[src/rtl/mw_store_buffer_pkg.sv]
// mw_store_buffer_pkg: shared widths, entry type and byte helpers for the MW store buffer
package mw_store_buffer_pkg;
   localparam int ADDR_W = 32;
   localparam int DATA_W = 32;
   localparam int BE_W = DATA_W / 8;
   localparam int SB_DEPTH = 4;
   typedef logic [BE_W-1:0] be_t;
   typedef struct packed {
      logic [ADDR_W-1:0] addr;
      logic [DATA_W-1:0] data;
      be_t be;
      logic v;
   } sb_entry_t;
   // Dword equality; bits [1:0] are masked rather than sliced so callers read the full address.
   function automatic logic same_dword(input logic [ADDR_W-1:0] a, input logic [ADDR_W-1:0] b);
      return ~|((a ^ b) & ~ADDR_W'(3));
   endfunction
   function automatic logic [DATA_W-1:0] merge_bytes(input logic [DATA_W-1:0] old_d, input logic [DATA_W-1:0] new_d, input be_t be);
      merge_bytes = old_d;
      for (int i = 0; i < BE_W; i++)
         if (be[i]) merge_bytes[i*8 +: 8] = new_d[i*8 +: 8];
   endfunction
endpackage

[src/rtl/mw_store_buffer_if.sv]
// mw_store_buffer_if: MW write port, load-check port and memory drain port of the store buffer
//  master (MW stage / memory side): drives wr_*, ld_*, mem_ack; observes wr_stall, sb_dep, mem_*, sb_empty, sb_count
//  slave  (store buffer): the reverse
interface mw_store_buffer_if import mw_store_buffer_pkg::*; #(parameter int DEPTH = SB_DEPTH);
   logic wr_v;
   logic [ADDR_W-1:0] wr_addr;
   logic [DATA_W-1:0] wr_data;
   be_t wr_be;
   logic wr_stall;
   logic ld_v;
   logic [ADDR_W-1:0] ld_addr;
   logic sb_dep;
   logic mem_req;
   logic [ADDR_W-1:0] mem_addr;
   logic [DATA_W-1:0] mem_data;
   be_t mem_be;
   logic mem_ack;
   logic sb_empty;
   logic [$clog2(DEPTH):0] sb_count;
   modport master (
      output wr_v, wr_addr, wr_data, wr_be, ld_v, ld_addr, mem_ack,
      input wr_stall, sb_dep, mem_req, mem_addr, mem_data, mem_be, sb_empty, sb_count
   );
   modport slave (
      input wr_v, wr_addr, wr_data, wr_be, ld_v, ld_addr, mem_ack,
      output wr_stall, sb_dep, mem_req, mem_addr, mem_data, mem_be, sb_empty, sb_count
   );
endinterface

[src/rtl/mw_store_buffer_addr_match.sv]
// sb_addr_match: per-entry dword address compare against one query address -> hit vector of valid entries
//  ent  in   buffer entries
//  addr in   query byte address (low 2 bits ignored)
//  hit  out  bit i set when entry i is valid and in the same dword
module sb_addr_match import mw_store_buffer_pkg::*; #(parameter int DEPTH = SB_DEPTH) (
   input sb_entry_t ent [DEPTH],
   input logic [ADDR_W-1:0] addr,
   output logic [DEPTH-1:0] hit
);
   always_comb begin
      hit = '0;
      for (int i = 0; i < DEPTH; i++) hit[i] = ent[i].v && same_dword(ent[i].addr, addr);
   end
endmodule

[src/rtl/mw_store_buffer.sv]
// mw_store_buffer: in-order store queue between MW and data memory with load-hazard detection
//  clk, reset  clock and synchronous active-high reset
//  sb          slave side of mw_store_buffer_if: MW write (wr_*/wr_stall), load check (ld_*/sb_dep),
//              memory drain (mem_req/mem_addr/mem_data/mem_be/mem_ack), status (sb_empty/sb_count)
//  Optional: define SB_COALESCE_EN to merge a write into the youngest entry when it hits the same dword.
module mw_store_buffer import mw_store_buffer_pkg::*; #(parameter int DEPTH = SB_DEPTH) (
   input logic clk,
   input logic reset,
   mw_store_buffer_if.slave sb
);
   localparam int PW = $clog2(DEPTH);
   localparam int CW = PW + 1;
   sb_entry_t ent [DEPTH];
   logic [PW-1:0] head, tail;
   logic [CW-1:0] count;
   logic [DEPTH-1:0] hit_ld, be_nz;
   logic full, enq, deq, coal;
   sb_addr_match #(.DEPTH(DEPTH)) u_ld_match (.ent(ent), .addr(sb.ld_addr), .hit(hit_ld));
`ifdef SB_COALESCE_EN
   logic [DEPTH-1:0] hit_wr;
   logic [PW-1:0] yng;
   sb_addr_match #(.DEPTH(DEPTH)) u_wr_match (.ent(ent), .addr(sb.wr_addr), .hit(hit_wr));
   assign yng = tail - PW'(1);
   // The head may be mid-handshake with memory, so it is never a merge target while requested.
   assign coal = sb.wr_v && hit_wr[yng] && !(yng == head && sb.mem_req);
`else
   assign coal = 1'b0;
`endif
   // Full is from the registered count only: a same-cycle ack does not free a slot for the writer.
   assign full = count == CW'(DEPTH);
   assign sb.wr_stall = full && !coal;
   assign enq = sb.wr_v && !full && !coal;
   assign deq = sb.mem_req && sb.mem_ack;
   assign sb.mem_req = count != '0;
   assign sb.mem_addr = ent[head].addr;
   assign sb.mem_data = ent[head].data;
   assign sb.mem_be = ent[head].be;
   assign sb.sb_empty = count == '0;
   assign sb.sb_count = count;
   always_comb begin
      be_nz = '0;
      for (int i = 0; i < DEPTH; i++) be_nz[i] = |ent[i].be;
   end
   // Entries with no enabled bytes cannot conflict with a load.
   assign sb.sb_dep = sb.ld_v && |(hit_ld & be_nz);
   always_ff @(posedge clk) begin
      if (reset) begin
         head <= '0;
         tail <= '0;
         count <= '0;
         for (int i = 0; i < DEPTH; i++) ent[i].v <= 1'b0;
      end else begin
         if (enq) begin
            ent[tail] <= '{addr: sb.wr_addr & ~ADDR_W'(3), data: sb.wr_data, be: sb.wr_be, v: 1'b1};
            tail <= tail + PW'(1);
         end
`ifdef SB_COALESCE_EN
         if (coal) begin
            ent[yng].data <= merge_bytes(ent[yng].data, sb.wr_data, sb.wr_be);
            ent[yng].be <= ent[yng].be | sb.wr_be;
         end
`endif
         if (deq) begin
            ent[head].v <= 1'b0;
            head <= head + PW'(1);
         end
         count <= count + CW'(enq) - CW'(deq);
      end
   end
endmodule

[src/flat_wrapper.sv]
// flat-port wrapper written by rule: the top's interface ports become plain ports
module mw_store_buffer_flat import mw_store_buffer_pkg::*;
#(parameter int DEPTH = SB_DEPTH)
  (clk, reset, sb_wr_v, sb_wr_addr, sb_wr_data, sb_wr_be, sb_ld_v, sb_ld_addr, sb_mem_ack, sb_wr_stall, sb_sb_dep, sb_mem_req, sb_mem_addr, sb_mem_data, sb_mem_be, sb_sb_empty, sb_sb_count);
  mw_store_buffer_if #(.DEPTH(DEPTH)) sb_i ();
  input logic clk;
  input logic reset;
  input wire logic [$bits(sb_i.wr_v)-1:0] sb_wr_v;
  input wire logic [$bits(sb_i.wr_addr)-1:0] sb_wr_addr;
  input wire logic [$bits(sb_i.wr_data)-1:0] sb_wr_data;
  input wire logic [$bits(sb_i.wr_be)-1:0] sb_wr_be;
  input wire logic [$bits(sb_i.ld_v)-1:0] sb_ld_v;
  input wire logic [$bits(sb_i.ld_addr)-1:0] sb_ld_addr;
  input wire logic [$bits(sb_i.mem_ack)-1:0] sb_mem_ack;
  output wire logic [$bits(sb_i.wr_stall)-1:0] sb_wr_stall;
  output wire logic [$bits(sb_i.sb_dep)-1:0] sb_sb_dep;
  output wire logic [$bits(sb_i.mem_req)-1:0] sb_mem_req;
  output wire logic [$bits(sb_i.mem_addr)-1:0] sb_mem_addr;
  output wire logic [$bits(sb_i.mem_data)-1:0] sb_mem_data;
  output wire logic [$bits(sb_i.mem_be)-1:0] sb_mem_be;
  output wire logic [$bits(sb_i.sb_empty)-1:0] sb_sb_empty;
  output wire logic [$bits(sb_i.sb_count)-1:0] sb_sb_count;
  assign sb_i.wr_v = sb_wr_v;
  assign sb_i.wr_addr = sb_wr_addr;
  assign sb_i.wr_data = sb_wr_data;
  assign sb_i.wr_be = sb_wr_be;
  assign sb_i.ld_v = sb_ld_v;
  assign sb_i.ld_addr = sb_ld_addr;
  assign sb_i.mem_ack = sb_mem_ack;
  assign sb_wr_stall = sb_i.wr_stall;
  assign sb_sb_dep = sb_i.sb_dep;
  assign sb_mem_req = sb_i.mem_req;
  assign sb_mem_addr = sb_i.mem_addr;
  assign sb_mem_data = sb_i.mem_data;
  assign sb_mem_be = sb_i.mem_be;
  assign sb_sb_empty = sb_i.sb_empty;
  assign sb_sb_count = sb_i.sb_count;
  mw_store_buffer #(.DEPTH(DEPTH)) u_core (.clk(clk), .reset(reset), .sb(sb_i));
endmodule
[config.mk]
export PLATFORM = sky130hd
export DESIGN_NAME = mw_store_buffer_flat
export DESIGN_NICKNAME = d
export VERILOG_FILES = /design/src/rtl/mw_store_buffer_pkg.sv /design/src/rtl/mw_store_buffer_if.sv /design/src/rtl/mw_store_buffer_addr_match.sv /design/src/rtl/mw_store_buffer.sv /design/src/flat_wrapper.sv
export SDC_FILE = /design/constraint.sdc
export NUM_CORES = 1
export LEC_CHECK = 0
export BUFFER_PORTS_ARGS = -buffer_cell sky130_fd_sc_hd__buf_2
export CORE_MARGIN = 3
export CORE_UTILIZATION = 29
export DETAILED_ROUTE_END_ITERATION = 10
export HOLD_SLACK_MARGIN = 0.03
export PLACE_DENSITY_LB_ADDON = 0.1
export SYNTH_ARGS = -nofsm -noshare
export SYNTH_HDL_FRONTEND = slang
export SYNTH_SLANG_ARGS = --single-unit
[constraint.sdc]
create_clock -name clk -period 9.2 [get_ports clk]
set_input_delay 0.46 -clock clk [delete_from_list [all_inputs] [get_ports clk]]
set_output_delay 0.46 -clock clk [all_outputs]
set_load 0.02 [all_outputs]
==> results.json <==
{
  "status": "complete, no violations",
  "wl_met2_mm": 16.2,
  "grt_use_total_pct": 15.0,
  "skew_ns": 0.0158,
  "drtIter0Drc": 358,
  "yosysWarnings": 0,
  "drc": 0,
  "report.final.slew_viol_count": 0,
  "critPathKind": "reg2out",
  "irDropWorstVdd_v": 0.000130,
  "syn_avg_cell_area_um2": 19.4,
  "fin_util_pct": 35.4,
  "finalHoldWorstSlack_ns": 0.144,
  "fillerInstances": 3880,
  "grt_pass1_wl_mm": 47.5,
  "ys_types": 35,
  "nNetsFinal": 913,
  "r2r_slack_ns": 5.94,
  "critPathLaunchType": "flip-flop",
  "hold_buffers": 0,
  "wl_mm": 33.1,
  "critPathMaxStageDelay_ns": 0.84,
  "wl_met3_mm": 2.68,
  "areaGrowthSynthToFinish_pct": 19.6,
  "grt_max_degree": 54,
  "required_ns": 8.74,
  "hold_viol_final": 0,
  "period_needed_ns": 3.52,
  "clk_pin_slew_ns": 0.06,
  "insertion_delay_ns": 0.53,
  "timing.slew.headroom_pct": 33.2,
  "gp_congestion": 0.821,
  "synth_nets": 742,
  "htreeDepth": 2,
  "cap_viol_max_count": 0,
  "core-area_um2": 41000,
  "cts_buffer_depth": 3,
  "fp.dieW_um": 210,
  "p_leak_uw": 0.00474,
  "cts_tree": "done",
  "pin_count": 180,
  "power.density_nw_per_um2": 261,
  "ys_top_cells_by_area": "edfxtp_1 67%, mux4_2 13%, xnor2_1 7.1%, dfxtp_1 1.8%, buf_6 1.5%",
  "power_uw": 3780,
  "ff_latch_area_um2": 8400,
  "wl_met1_mm": 13.1,
  "synth_top_area_cell": "edfxtp_1",
  "pre_cts_ws_ns": 5.85,
  "via_per_inst": 4.64,
  "rr_worst_depth": 6,
  "grt_pass1_vias": 6970,
  "dieArea_um2": 44300,
  "root_buffer": "clkbuf_16",
  "synth_top_area_share_pct": 67.4,
  "worstHoldStart": "sb_wr_addr[2]",
  "die_y_um": 210,
  "initial_utilization_pct": 29.6,
  "arrival_ns": 3.06,
  "drive_gt1_share_pct": 38.8,
  "ant_nets": 0,
  "antenna_found_initial": 10,
  "yosysSeqAreaShare_pct": 69.2,
  "min_path_type": "in2reg",
  "fin_ws_ns": 5.68,
  "cts_setup_buffers": 0,
  "highest-signal-layer": "met5",
  "synth_cells": 626,
  "tightest_slew_ns": 1.00,
  "r2r-start": "u_core.sb.sb_count[1]$_SDFF_PP0_",
  "multi_input_area_um2": 3370,
  "synth_area_um2": 12100,
  "yosys_most_used_dff": "edfxtp_1",
  "ys_ff_latch": 283,
  "cp-end-kind": "output pin",
  "final_cell_mix": "272 x edfxtp_1, 175 x buf_2, 98 x xnor2_1",
  "grt_overflow": 0,
  "post_cts_resized": 0,
  "wl_per_cell_um": 24.5,
  "cts_num_sinks": 283,
  "io_buffers": 175,
  "critPathSlowestCell": "buf_4",
  "hpwl_mm": 22.4,
  "crit_chain": "buf_4, mux4_2, buf_2",
  "ys_async_sr_fraction_pct": 0,
  "fmax_ghz": 0.284,
  "synth_edf_count": 272,
  "rsz0062_at_grt": "no",
  "post-route-period-util_pct": 38.2,
  "finalSetupViolCount": 0,
  "layout_commonest_cell": "edfxtp_1",
  "cts_made_buffers": 34,
  "hold_depth": 1,
  "vias": 6288,
  "fin_setup_tns_ns": 0,
  "worstPathMaxFanout": 45,
  "row_count": 74,
  "firstDrtPassIters": 4
}
==> how the worst max path moves through the flow <==
stage	start	to	cells past startpoint
after detailed placement	u_core.sb.sb_count[1]$_SDFF_PP0_	flip-flop	6
after floorplan	u_core.sb.sb_count[1]$_SDFF_PP0_	flip-flop	6
after global placement	u_core.sb.sb_count[1]$_SDFF_PP0_	flip-flop	6
after CTS	u_core.head[0]$_SDFFE_PP0N_	sb_mem_addr[26]	3
after global routing	u_core.head[0]$_SDFFE_PP0N_	sb_mem_addr[26]	3
final	u_core.head[0]$_SDFFE_PP0N_	sb_mem_addr[26]	3
==> metal layers <==
metal | global-route usage [%] | vias up
met5 | 0 | -
met2 | 24.9 | 188
li1 | - | 2809
met1 | 17.9 | 3205
met4 | 5.29 | 16
met3 | 5.79 | 70
==> per-stage QoR <==
stage          cell area, um2  cells
6_report                14500   1355
5_1_grt                 14500   1352
4_1_cts                 14500   1352
3_5_place_dp            13400   1293
3_3_place_gp            13400   1293
2_1_floorplan           12100    626
==> cells in the mapped netlist (7+ instances only) <==
cell / instances
clkbuf_1: 9
edfxtp_1: 272
nand4_1: 28
buf_2: 16
xnor2_1: 98
inv_1: 13
buf_6: 16
nor2b_1: 11
xnor2_2: 7
nor4_1: 11
xor2_1: 16
dfxtp_1: 11
mux4_2: 68
ha_1: 10
==> where the power goes <==
group	leakage (uW)	switching [uW]	internal [uW]
Combinational	0.00166	500	367
Clock	0.000521	513	810
Sequential	0.00256	78.0	1510
==> logic make-up (layout without fill, tap and decap cells) <==
group | after synthesis | count (layout) | synth area share [%]
simple gates | 66 | 66 | 3.41
xor+xnor | 121 | 121 | 9.18
other cells | 0 | 3 | 0
flops | 283 | 283 | 69.2
buf+inv | 59 | 253 | 3.08
compound gates | 17 | 17 | 1.24
mux | 69 | 69 | 12.7
fa+ha+maj | 11 | 11 | 1.20
==> final cells by class <==
cell class                      instances  share of cell area, %
Antenna cell                            3                 0.0518
Inverter                               13                  0.336
Tap cell                              532                   4.59
Multi-Input combinational cell        284                   23.3
Sequential cell                       283                   57.9
Clock inverter                         15                   1.25
Clock buffer                           44                   6.27
Timing Repair Buffer                  181                   6.35
==> critical path, delay by kind of cell, from the launching register on <==
family                 cells  cell delay [ns]
DFF                        1             0.73
muxes                      1             0.67
buffers and inverters      2             1.03
(Power assumes the default switching activity.)
